==> src/rtl/reset_pkg.sv <==
// Shared constants for the board reset sequencer: FSM encoding, reset-cause codes
// and the helpers that size the shared counter and pick the fault cause.
package reset_pkg;

    localparam logic [1:0] ST_WAIT_LOCK = 2'd0;
    localparam logic [1:0] ST_RELEASE   = 2'd1;
    localparam logic [1:0] ST_RUN       = 2'd2;
    localparam logic [1:0] ST_HOLD      = 2'd3;

    localparam logic [1:0] CAUSE_POR  = 2'b00;
    localparam logic [1:0] CAUSE_LOCK = 2'b01;
    localparam logic [1:0] CAUSE_SW   = 2'b10;
    localparam logic [1:0] CAUSE_WDT  = 2'b11;

    function automatic int max3(input int a, input int b, input int c);
        int m;
        m = (a > b) ? a : b;
        return (m > c) ? m : c;
    endfunction

    // Watchdog outranks software, which outranks lock loss.
    function automatic logic [1:0] cause_sel(input logic wdt, input logic sw);
        if (wdt) begin
            return CAUSE_WDT;
        end else if (sw) begin
            return CAUSE_SW;
        end
        return CAUSE_LOCK;
    endfunction

endpackage

==> src/rtl/sync2.sv <==
// Two-flop synchroniser with asynchronous active-low clear, used to bring the
// PLL lock indication into the clk domain.
module sync2 (
    input  logic clk,
    input  logic rstn,
    input  logic d,
    output logic q
);

    logic meta_q;
    logic meta_d;
    logic sync_q;
    logic sync_d;

    always_comb begin
        meta_d = d;
        sync_d = meta_q;
    end

    always_ff @(posedge clk or negedge rstn) begin
        if (!rstn) begin
            meta_q <= 1'b0;
            sync_q <= 1'b0;
        end else begin
            meta_q <= meta_d;
            sync_q <= sync_d;
        end
    end

    assign q = sync_q;

endmodule

==> src/rtl/reset_sequencer.sv <==
// Board reset sequencer: waits for a stable PLL lock, releases domain resets one
// at a time, and re-asserts them all on watchdog, software request or lock loss.
module reset_sequencer
    import reset_pkg::*;
#(
    parameter int NUM_DOMAINS = 4,
    parameter int LOCK_STABLE = 64,
    parameter int STEP_CYCLES = 16,
    parameter int HOLD_CYCLES = 32
) (
    input  logic                   clk,
    input  logic                   rstn,
    input  logic                   pll_lock,
    input  logic                   sw_rst_req,
    input  logic                   wdt_expire,
    output logic [NUM_DOMAINS-1:0] rst_n_out,
    output logic                   seq_done,
    output logic                   sw_rst_ack,
    output logic [1:0]             rst_cause
);

    localparam int CNT_MAX = max3(LOCK_STABLE, STEP_CYCLES, HOLD_CYCLES);
    localparam int CNT_W   = (CNT_MAX > 1) ? $clog2(CNT_MAX) : 1;
    // Index must be able to hold NUM_DOMAINS itself once the last domain is out.
    localparam int IDX_W   = $clog2(NUM_DOMAINS + 1);

    localparam logic [CNT_W-1:0] LOCK_TC  = CNT_W'(LOCK_STABLE - 1);
    localparam logic [CNT_W-1:0] STEP_TC  = CNT_W'(STEP_CYCLES - 1);
    localparam logic [CNT_W-1:0] HOLD_TC  = CNT_W'(HOLD_CYCLES - 1);
    localparam logic [IDX_W-1:0] LAST_IDX = IDX_W'(NUM_DOMAINS - 1);

    logic                   lock_s;
    logic                   fault;

    logic [1:0]             state_q;
    logic [1:0]             state_d;
    logic [CNT_W-1:0]       cnt_q;
    logic [CNT_W-1:0]       cnt_d;
    logic [IDX_W-1:0]       idx_q;
    logic [IDX_W-1:0]       idx_d;
    logic [NUM_DOMAINS-1:0] rst_n_out_q;
    logic [NUM_DOMAINS-1:0] rst_n_out_d;
    logic                   seq_done_q;
    logic                   seq_done_d;
    logic                   sw_rst_ack_q;
    logic                   sw_rst_ack_d;
    logic [1:0]             rst_cause_q;
    logic [1:0]             rst_cause_d;

    sync2 u_lock_sync (
        .clk  (clk),
        .rstn (rstn),
        .d    (pll_lock),
        .q    (lock_s)
    );

    always_comb begin
        state_d      = state_q;
        cnt_d        = cnt_q;
        idx_d        = idx_q;
        rst_n_out_d  = rst_n_out_q;
        seq_done_d   = seq_done_q;
        sw_rst_ack_d = 1'b0;
        rst_cause_d  = rst_cause_q;

        fault = ((state_q == ST_RELEASE) || (state_q == ST_RUN)) &&
                (wdt_expire || sw_rst_req || !lock_s);

        case (state_q)
            ST_WAIT_LOCK: begin
                if (!lock_s) begin
                    cnt_d = '0;
                end else if (cnt_q == LOCK_TC) begin
                    state_d = ST_RELEASE;
                    cnt_d   = '0;
                end else begin
                    cnt_d = cnt_q + 1'b1;
                end
            end
            ST_RELEASE: begin
                if (cnt_q == STEP_TC) begin
                    cnt_d = '0;
                    idx_d = idx_q + 1'b1;
                    for (int i = 0; i < NUM_DOMAINS; i++) begin
                        if (idx_q == IDX_W'(i)) begin
                            rst_n_out_d[i] = 1'b1;
                        end
                    end
                    if (idx_q == LAST_IDX) begin
                        state_d    = ST_RUN;
                        seq_done_d = 1'b1;
                    end
                end else begin
                    cnt_d = cnt_q + 1'b1;
                end
            end
            ST_RUN: begin
                cnt_d = '0;
            end
            ST_HOLD: begin
                if (cnt_q == HOLD_TC) begin
                    state_d = ST_WAIT_LOCK;
                    cnt_d   = '0;
                end else begin
                    cnt_d = cnt_q + 1'b1;
                end
            end
            default: begin
                state_d = ST_WAIT_LOCK;
                cnt_d   = '0;
            end
        endcase

        // A fault overrides any release due in the same cycle.
        if (fault) begin
            state_d      = ST_HOLD;
            cnt_d        = '0;
            idx_d        = '0;
            rst_n_out_d  = '0;
            seq_done_d   = 1'b0;
            sw_rst_ack_d = sw_rst_req;
            rst_cause_d  = cause_sel(wdt_expire, sw_rst_req);
        end
    end

    always_ff @(posedge clk or negedge rstn) begin
        if (!rstn) begin
            state_q      <= ST_WAIT_LOCK;
            cnt_q        <= '0;
            idx_q        <= '0;
            rst_n_out_q  <= '0;
            seq_done_q   <= 1'b0;
            sw_rst_ack_q <= 1'b0;
            rst_cause_q  <= CAUSE_POR;
        end else begin
            state_q      <= state_d;
            cnt_q        <= cnt_d;
            idx_q        <= idx_d;
            rst_n_out_q  <= rst_n_out_d;
            seq_done_q   <= seq_done_d;
            sw_rst_ack_q <= sw_rst_ack_d;
            rst_cause_q  <= rst_cause_d;
        end
    end

    assign rst_n_out  = rst_n_out_q;
    assign seq_done   = seq_done_q;
    assign sw_rst_ack = sw_rst_ack_q;
    assign rst_cause  = rst_cause_q;

endmodule
==> config.mk <==
export PLATFORM = sky130hd
export DESIGN_NAME = reset_sequencer
export DESIGN_NICKNAME = d
export VERILOG_FILES = /design/src/rtl/reset_pkg.sv /design/src/rtl/sync2.sv /design/src/rtl/reset_sequencer.sv
export SDC_FILE = /design/constraint.sdc
export NUM_CORES = 1
export LEC_CHECK = 0
export CORE_MARGIN = 5
export CORE_UTILIZATION = 55
export CTS_BUF_LIST = sky130_fd_sc_hd__clkbuf_4 sky130_fd_sc_hd__clkbuf_8
export CTS_CLUSTER_SIZE = 30
export DETAILED_ROUTE_END_ITERATION = 8
export HOLD_SLACK_MARGIN = 0.15
export MAX_ROUTING_LAYER = met4
export PLACE_DENSITY = 0.79
export REMOVE_ABC_BUFFERS = 1
export SETUP_SLACK_MARGIN = 0.5
export SKIP_CTS_REPAIR_TIMING = 1
export SYNTH_ARGS = -nofsm -noshare
export SYNTH_HDL_FRONTEND = slang
export SYNTH_SLANG_ARGS = --single-unit
==> constraint.sdc <==
create_clock -name clk -period 2.6 [get_ports clk]
set_input_delay 0.78 -clock clk [delete_from_list [all_inputs] [get_ports clk]]
set_output_delay 0.78 -clock clk [all_outputs]
set_load 0.02 [all_outputs]
Yosys cells after proc, flatten, opt, wreduce, memory -nomap -nowiden
Cells that the tools add are included.
{ "totals": {"register_bits": 21, "input_bits": 5, "output_inout_bits": 8, "wordCells": 81} }
{ "classes": {"add_sub_neg": 2, "eq_ne": 14, "n_mux": 33, "reduce_logical": 20} }
{ "ops": {"columns": ["operator", "count"], "rows": [
  ["$mux 6", 5],
  ["$pmux 6 s4", 1],
  ["$mux 2", 9],
  ["$mux 4", 3],
  ["$reduce_and 3->1", 4],
  ["$reduce_bool 2->1", 6],
  ["$mux 1", 11],
  ["$mux 3", 3],
  ["$ne 3x2->1 const B", 3],
  ["$add 6x1->6 const B", 1],
  ["$eq 3x2->1 const B", 2],
  ["$eq 6x4->1 const B", 1],
  ["$eq 6x5->1 const B", 1],
  ["$eq 6x6->1 const B", 1],
  ["$ne 3x3->1 const B", 2],
  ["$pmux 2 s3", 1],
  ["$reduce_and 6->1", 1],
  ["$eq 2x2->1 const B", 2],
  ["$reduce_bool 4->1", 1],
  ["$add 3x1->3 const B", 1],
  ["$eq 3x1->1 const B", 1],
  ["$logic_not 3->1", 1],
  ["$logic_or 1x1->1", 3],
  ["$eq 2x1->1 const B", 1],
  ["4 further kinds", 4]
]} }

Longest topological paths before layout
Gate-level depths: netlist (run 1).
{ "logic_depth": {"ltp_word": 5, "depth_mapped": 8, "ltp_nobuf": 7} }

By module
Synthesis (run 1) repeated with hierarchy kept, for this count alone.
{ "unflattened": {"cells_unflattened": 105, "area_unflattened_um2": 1071.0} }
{ "by_module_without_submodules": {"columns": ["mod", "n_inst", "cells_per_inst", "area_each_um2", "seq_area_each_um2"], "rows": [
  ["reset_sequencer", 1, 103, 1021.0, 450.4],
  ["sync2", 1, 2, 50.0, 50.0]
]} }

Least setup slack after synthesis (run 1)
No wires, ideal clock.
{ "synth_path": {"kind": "register to register", "from": "register state_q[0]", "to": "register state_q[1]", "setup_time_ns": 0.121, "arrival_ns": 1.850, "t_required_ns": 2.479, "setup_slack_ns": 0.629, "path_stages_with_launch": 8, "path_buffers": 0, "synth_period_minus_slack_ns": 1.971, "cell_sequence": "dfrtp_1 -> inv_1 -> ha_1 -> or4b_1 -> o22ai_1 -> nor2_1 -> or3_1 -> o22a_1"} }
{ "synth_via": {"elab_chain_len": 5, "elab_cells_between_ends": 15, "classes_between": "8 x eq/ne; 2 x mux; 5 x reduce/logical"} }
{ "synth_rtl": {"columns": ["element", "line", "source"], "rows": [
  ["start: declaration", "reset_sequencer.sv:35", "logic [1:0] state_q;"],
  ["start signal: assignment", "reset_sequencer.sv:136", "state_q <= state_d;"],
  ["$eq 2x1->1 or $eq 2x2->1 (tied branches)", "reset_sequencer.sv:66, reset_sequencer.sv:69", null],
  ["$logic_or 1x1->1", "reset_sequencer.sv:66", "fault = ((state_q == ST_RELEASE) || (state_q == ST_RUN)) &&"],
  ["$logic_and 1x1->1", "reset_sequencer.sv:66", null],
  ["$ne 3x2->1 (no line), or another cell as far along", null, null],
  ["$reduce_and 6->1 (no line)", null, null]
]} }
Parallel ways exist; a longest one is shown, timed or not.
A chain may end at the register's enable or synchronous reset.

Final worst setup path (run 1)
{ "layout_path": {"from": "register state_q[1]", "to": "register state_q[1]"} }
The elaborated chain is that of the path after synthesis.

==> impl_metrics.ini, run 1 <==
[timing]
tightest_slew_ps = 418
max_freq_mhz = 496
final-max-slew-violation-count = 0
setup_ws_ps = 583
period_minus_slack_ps = 2020
relSlewSlack = 0.720
fin_crit_sh = 0.776
hold_slack_ps = 372
skew_ps = 9.06
grt_setup_unrepaired = yes
finalHoldViolCount = 0
setup_viol = 0
tns_ps = 0

[route]
wl_per_cell_um = 13.5
dr_total_vias = 781
route.detailed.drc = 0
routed_wl_um = 1980
ant_nets = 0
via_per_inst = 5.31
dr.pass1.iters = 4
drt-initial-drc-count = 16

[floorplanning]
die_w_um = 53.2
ios = 13
die_h_um = 53.2
fp.dieArea_um2 = 2830
core_um2 = 1750
rows = 15
start_util = 0.589

[synthesis]
synthFlopType = dfrtp_1
synthCells = 103
syn_area_um2 = 1030
synth-async-reset-ratio = 1.00
post-synth-top-area-fraction = 0.487
synth_top_cell_by_area = dfrtp_1
synthTopCellsByArea = dfrtp_1, ha_1, nor2_1
yosysWarnings = 0
yosysUniqueCellTypes = 28
synthTopCellsByCount = dfrtp_1, nor2_1, ha_1
synth.most_common_cell = dfrtp_1
synth_edf_count = 0
avgSynthCellArea_um2 = 9.97
ys_ff_latch = 20
synth_seq_area_share = 0.487

[place]
portBuffers = 12
post-dp-hpwl_um = 1430
pre_cts_slack_ps = 324
gp_congestion = 0.887

[grt]
grt_usage = 0.187
grt_pass1_wl_um = 3700
grt_pass1_vias = 838
overflow = 0
antenna_found_initial = 0
grt_max_degree = 21

[power]
p_sw_mw = 0.121
intPower_mw = 0.488
p_leak_nw = 0.646
p_seq_frac = 0.529
power_mw = 0.609
clkPwrFrac = 0.418
p_comb_frac = 0.054
ir_worst_vdd_mv = 0.411
power.density_cell_area_nw_per_um2 = 471
netSwitchingFraction = 0.199

[setup_path]
crit_family = simple AND/OR/NAND/NOR gates
cp-end-kind = register
worst-path-stages = 7
timing.rr.end = state_q[1]
cp.buffers_inverters = 1
crit_path_start_kind = register
critPathLaunch = state_q[1]
critPathMaxStageDelay_ps = 480
crit_chain = inv_1, ha_4, or4b_1, o22ai_2, nor2_1, or3_1, o22a_1
reg2reg_depth = 7
crit_arrival_ps = 2230
cp_slowest_cell = or4b_1
crit_required_ps = 2810
critPathKind = reg -> reg
worstPathMaxFanout = 7
rr_startpoint = state_q[1]
cp-endpoint = state_q[1]
rrSetupSlack_ps = 580

[cts]
clk_pin_slew_ps = 120
clock_path_buffers = 2
cts_tree = built
clock-sinks = 20
clock_latency_ps = 310
clock-root-buffer = clkbuf_4
h-tree-depth = 1
cts_buffers = 3

[cells_and_area]
areaGrowthSynthToFinish_pct = 25.9
utilization = 0.741
drive_gt1_frac = 0.107
fin_nets = 138
diodes = 0

[outcome]
status = finished clean

[hold_path]
hp-class = reg -> reg
worstHoldStart = u_lock_sync.meta_q

[job]
drv_cap = 0
worst register-to-register path: cells and delay by family (launching register included):
kind	cells	cell delay, ps
AO/OA/AOI/OAI	2	310
flip-flops	1	400
buffers and inverters	1	110
adder cells (fa/ha/maj)	1	200
AND/OR/NAND/NOR	3	910
through the flow:
step | cell area, µm² | instances
final | 1290 | 147
after global routing | 1290 | 147
after CTS | 1230 | 144
after detailed placement | 1180 | 140
after global placement | 1180 | 140
after floorplan | 1020 | 101
flip-flops by register name, indices dropped and copies added, names as in the netlist:
signal and count:
cnt_q 6, idx_q 3, rst_n_out 3, rst_cause 2, state_q 2, seq_done 1
sw_rst_ack 1, u_lock_sync.meta_q 1, u_lock_sync.q 1
final cells by class:
type | count | area (µm²)
timing repair buffer | 17 | 175
inverter | 9 | 33.8
multi-input combinational | 72 | 500
sequential | 20 | 500
clock buffer | 3 | 22.5
clock inverter | 1 | 30.0
tap | 25 | 31.3
fill | 126 | 452
power groups by stage:
stage / logic [mW] / clock network [mW] / registers (mW)
CTS: 0.0325 / 0.258 / 0.322
global route: 0.0378 / 0.281 / 0.323
detailed placement: 0.0321 / 0 / 0.328
global placement: 0.0308 / 0 / 0.328
finish: 0.0328 / 0.254 / 0.322
floorplan: 0.0146 / 0 / 0.327
per-layer routing:
metal  global-route usage  wire length [µm]  vias up
met5                    -                 0        -
met1                0.205               853      378
met4               0.0894                47        0
met3               0.0366                51        5
li1                     -                 -      386
met2                0.320              1030       12
logic make-up (layout without fill, tap and decap cells):
logic type | after synthesis | count (layout) | share of synthesized area
flip-flops | 20 | 20 | 0.487
XOR/XNOR | 5 | 5 | 0.0426
AND/OR/NAND/NOR | 37 | 37 | 0.190
multiplexers | 1 | 1 | 0.00974
adder cells (fa/ha/maj) | 10 | 10 | 0.122
AO/OA/AOI/OAI | 19 | 19 | 0.105
buffers and inverters | 11 | 30 | 0.0438
layout by cell type (no fill, tap or decap), types with 3 or more instances in the layout:
| master | n |
|---|---|
| dfrtp_1 | 20 |
| nor2_1 | 17 |
| inv_1 | 9 |
| ha_1 | 9 |
| a21oi_1 | 8 |
| dlymetal6s2s_1 | 7 |
| o21ai_0 | 5 |
| clkdlybuf4s50_1 | 5 |
| buf_4 | 5 |
| xnor2_1 | 4 |
| nor3_1 | 3 |
| nand2_1 | 3 |
| clkbuf_4 | 3 |
worst min-delay path by stage:
stage	end	depth (start not counted)
3_5_place_dp	u_lock_sync.q	0
5_1_grt	u_lock_sync.q	0
3_3_place_gp	u_lock_sync.q	0
4_1_cts	u_lock_sync.q	0
2_1_floorplan	u_lock_sync.q	0
6_report	u_lock_sync.q	0
No activity file was read; power rests on OpenSTA's default activity.
==> run 2: changes to the inputs <==
clock period = 2.05 ns   (was 2.6 ns; I/O delays follow)
==> impl_metrics.ini, run 2 (synthesized netlist as in run 1, its figures left out) <==
[hold_path]
hp-class = reg -> reg
min_delay_path_depth = 0

[route]
wl_per_cell_um = 14.0
dr_total_vias = 791
routed_wl_um = 2120
route.detailed.drc = 0
dr.pass1.iters = 4
ant_nets = 0
drt-initial-drc-count = 9
via_per_inst = 5.24

[job]
drv_cap = 0

[floorplanning]
fp.dieArea_um2 = 2830
core_um2 = 1750
start_util = 0.589
die_w_um = 53.2
die_h_um = 53.2
ios = 13
rows = 15

[timing]
tns_ps = 0
grt_setup_unrepaired = yes
max_freq_mhz = 510
setup_viol = 0
fin_crit_sh = 0.957
period_minus_slack_ps = 1960
relSlewSlack = 0.713
skew_ps = 4.06
finalHoldViolCount = 0
final-max-slew-violation-count = 0
tightest_slew_ps = 429

[cts]
clock-sinks = 20
clock-root-buffer = clkbuf_4
clock_path_buffers = 2
cts_buffers = 3
h-tree-depth = 1
clk_pin_slew_ps = 100
clock_latency_ps = 290
cts_tree = built

[place]
portBuffers = 12
post-dp-hpwl_um = 1490
gp_congestion = 0.861

[cells_and_area]
multi_input_area_um2 = 547
diodes = 0
largest_reg_flops = 6
n_fill_cell = 115
final_common_cell = dfrtp_1
drive_gt1_frac = 0.246
fin_nets = 143
areaGrowthSynthToFinish_pct = 28.4
seq_area_um2 = 500
regMostFlops = cnt_q
layout_common_cells = dfrtp_1, nor2_1, buf_4

[power]
p_seq_frac = 0.646
p_sw_mw = 0.142
p_comb_frac = 0.075
ir_worst_vdd_mv = 0.434
p_leak_nw = 0.597
netSwitchingFraction = 0.224
intPower_mw = 0.492
power_mw = 0.634
clkPwrFrac = 0.279
power.density_cell_area_nw_per_um2 = 481

[setup_path]
critPathMaxStageDelay_ps = 470
timing.rr.end = state_q[0]
critPathLaunch = idx_q[0]
crit_arrival_ps = 2150
crit_required_ps = 2240
cp-end-kind = register
rr_startpoint = idx_q[0]
crit_path_start_kind = register
cp-endpoint = state_q[0]
crit_chain = ha_2, ha_4, or4b_4, o22ai_4, nor2_1, or3_1, o22a_1
critPathKind = reg -> reg
rrSetupSlack_ps = 90
cp_slowest_cell = or4b_4
worstPathMaxFanout = 2
reg2reg_depth = 7

[grt]
grt_max_degree = 21
grt_pass1_wl_um = 3620
grt_pass1_vias = 859
grt_usage = 0.181
antenna_found_initial = 0
overflow = 0

[outcome]
status = finished clean
run 2: cell types whose count changed in the layout (fill, tap and decap cells not counted), sizes merged:
| cell | before | now |
|---|---|---|
| dlymetal6s2s | 7 | 4 |
| clkdlybuf4s50 | 5 | 3 |
| buf | 5 | 10 |
| bufinv | 1 | 0 |
| clkbuf | 3 | 8 |
run 2: how the worst min path moves through the flow:
stage	end	slack [ps]	startpoint
floorplan	cnt_q[0]	320	rstn
global placement	u_lock_sync.q	340	u_lock_sync.meta_q
detailed placement	u_lock_sync.q	350	u_lock_sync.meta_q
CTS	u_lock_sync.q	380	u_lock_sync.meta_q
global route	u_lock_sync.q	380	u_lock_sync.meta_q
finish	u_lock_sync.q	370	u_lock_sync.meta_q
run 2: worst max-delay path: cells and delay by family (launching register included):
family,cells,cell delay (ps)
AOI/OAI and AO/OA,2,310
adders and majority gates,2,320
DFF,1,370
and+or+nand+nor,3,850
run 2: power groups by stage:
stage | clock, mW | sequential, mW | combinational, mW
6_report | 0.177 | 0.410 | 0.0473
5_1_grt | 0.199 | 0.411 | 0.0534
4_1_cts | 0.183 | 0.409 | 0.0424
3_5_place_dp | 0 | 0.417 | 0.0422
3_3_place_gp | 0 | 0.415 | 0.0400
2_1_floorplan | 0 | 0.415 | 0.0185
run 2: layout make-up:
cell class / instances / share of cell area
Multi-Input combinational cell: 72 / 0.415
Sequential cell: 20 / 0.380
Timing Repair Buffer: 22 / 0.139
Inverter: 9 / 0.0256
Tap cell: 25 / 0.0237
Clock buffer: 3 / 0.0171
run 2: routing by layer:
layer  routed length [µm]  global-route usage  part of all wire  vias to the layer above
met4                   55              0.0809             0.026                        0
met3                   57              0.0394             0.027                        6
met1                  945               0.215              0.45                      378
met2                 1060               0.294              0.50                       15
met5                    0                   -                 0                        -
li1                     -                   -                 -                      392
run 2: stage by stage:
stage | cell area, µm² | utilization | std cells | hold WS, ps | setup slack (ps)
final | 1320 | 0.756 | 151 | 374 | 88.6
after global routing | 1320 | 0.756 | 151 | 377 | -12.3
after CTS | 1240 | 0.712 | 148 | 376 | 27.0
after global placement | 1220 | 0.699 | 145 | 336 | 17.5
after detailed placement | 1220 | 0.699 | 145 | 352 | -28.3
after floorplan | 1020 | - | 101 | 319 | 79.2
==> run 3: changes to the inputs <==
SLEW_MARGIN = 5   (was default)
SYNTH_HIERARCHICAL = 1   (was default)
==> impl_metrics.ini, run 3 <==
[synthesis]
yosysWarnings = 6
synthTopCellsByCount = dfrtp_1, inv_1, ha_1, nor2_1, nor3_1
post-synth-top-area-fraction = 0.467
yosysUniqueCellTypes = 33
synthCells = 105
synth-async-reset-ratio = 1.00
synth.most_common_cell = dfrtp_1
synthFlopType = dfrtp_1
avgSynthCellArea_um2 = 10.2
synth_top_cell_by_area = dfrtp_1
syn_area_um2 = 1070
synth_seq_area_share = 0.467
synth_edf_count = 0
synthTopCellsByArea = dfrtp_1, ha_1, inv_1
ys_ff_latch = 20

[power]
p_sw_mw = 0.144
power.density_cell_area_nw_per_um2 = 453
p_leak_nw = 0.719
p_seq_frac = 0.642
p_comb_frac = 0.072
intPower_mw = 0.493
netSwitchingFraction = 0.227
ir_worst_vdd_mv = 0.391
clkPwrFrac = 0.286

[route]
drt-initial-drc-count = 14
dr.pass1.iters = 4
route.detailed.drc = 0
routed_wl_um = 2280
via_per_inst = 5.51
dr_total_vias = 837
ant_nets = 0
wl_per_cell_um = 15.0

[setup_path]
crit_arrival_ps = 1870
cp-end-kind = register
critPathKind = reg -> reg
worstPathMaxFanout = 5
crit_path_start_kind = register
crit_required_ps = 2240
rrSetupSlack_ps = 370

[timing]
period_minus_slack_ps = 1680
max_freq_mhz = 595
tightest_slew_ps = 416
relSlewSlack = 0.720
fin_crit_sh = 0.820
finalHoldViolCount = 0
final-max-slew-violation-count = 0
tns_ps = 0
hold_slack_ps = 362
skew_ps = 2.97
grt_setup_unrepaired = yes
setup_viol = 0

[grt]
grt_pass1_vias = 808
grt_max_degree = 21
antenna_found_initial = 0
grt_usage = 0.156
grt_pass1_wl_um = 3260
overflow = 0

[place]
portBuffers = 12
gp_congestion = 0.882
post-dp-hpwl_um = 1400
placed_area_um2 = 1210

[cells_and_area]
areaGrowthSynthToFinish_pct = 31.4
utilization = 0.740
n_fill_cell = 129
drive_gt1_frac = 0.264
layout_common_cells = dfrtp_1, dlymetal6s2s_1, inv_1, nor2_1
fin_nets = 142
final_common_cell = dfrtp_1
stdcell_area_um2 = 1410
largest_reg_flops = 6
diodes = 0
regMostFlops = cnt_q

[cts]
clock_path_buffers = 2
clock_latency_ps = 290
cts_tree = built
clk_pin_slew_ps = 110
cts_buffers = 3
clock-root-buffer = clkbuf_4
clock-sinks = 20
h-tree-depth = 1

[floorplanning]
start_util = 0.563
die_h_um = 54.1
ios = 13
die_w_um = 54.1
rows = 16
core_um2 = 1900
fp.dieArea_um2 = 2930

[outcome]
status = finished clean

[hold_path]
hp-class = reg -> reg

[job]
drv_cap = 0
-- run 3: layer usage --
metal | share of wire | up-vias | GRT usage | routed length, µm
met3 | 0.051 | 4 | 0.0277 | 116
li1 | - | 399 | - | -
met4 | 0.018 | 0 | 0.0705 | 41
met2 | 0.49 | 23 | 0.269 | 1110
met1 | 0.44 | 411 | 0.175 | 1010
met5 | 0 | - | - | 0
-- run 3: per-stage QoR --
| step | setup slack, ps | instances | power, mW |
|---|---|---|---|
| after global placement | 107 | 143 | 0.456 |
| final | 369 | 152 | 0.638 |
| after floorplan | 391 | 102 | 0.432 |
| after global routing | 326 | 152 | 0.661 |
| after CTS | 140 | 146 | 0.637 |
| after detailed placement | 60.2 | 143 | 0.458 |
-- run 3: worst paths after layout --
| check | from | to | cells after the start |
|---|---|---|---|
| worst max-delay path | state_q[1] | state_q[0] | 6 |
| worst min-delay path | u_lock_sync/meta_q | u_lock_sync/q | 0 |
| worst max register to register | state_q[1] | state_q[0] | 6 |
| worst min register to register | u_lock_sync/meta_q | u_lock_sync/q | 0 |
| max in group asynchronous | rstn | cnt_q[1] | 2 |
| min in group asynchronous | rstn | idx_q[1] | 2 |
-- run 3: layout make-up --
class | count | area [µm²] | area share
multi-input combinational | 71 | 601 | 0.427
clock buffer | 3 | 22.5 | 0.0160
tap | 27 | 33.8 | 0.0240
sequential | 20 | 500 | 0.356
timing repair buffer | 20 | 209 | 0.148
inverter | 11 | 41.3 | 0.0293
-- run 3: worst max-delay path, cell delays in order, from the launching register on --
cell and delay, ps:
dfrtp_1 400, inv_2 130, ha_4 230, nor2b_4 140, nor4_4 330, o221ai_2 170
o2bb2ai_1 170
-- run 3: power by group through the flow --
stage               Sequential [mW]  Combinational (mW)  Clock [mW]
floorplan                     0.418              0.0136           0
global placement              0.417              0.0398           0
detailed placement            0.417              0.0406           0
CTS                           0.409              0.0408       0.187
global route                  0.411              0.0513       0.199
finish                        0.409              0.0460       0.182
-- run 3: logic make-up after synthesis --
family	count (synthesis)	synth area share
compound gates	20	0.125
xor+xnor	5	0.0409
fa+ha+maj	10	0.117
buf+inv	14	0.0631
flops	20	0.467
mux	1	0.00935
simple gates	35	0.178
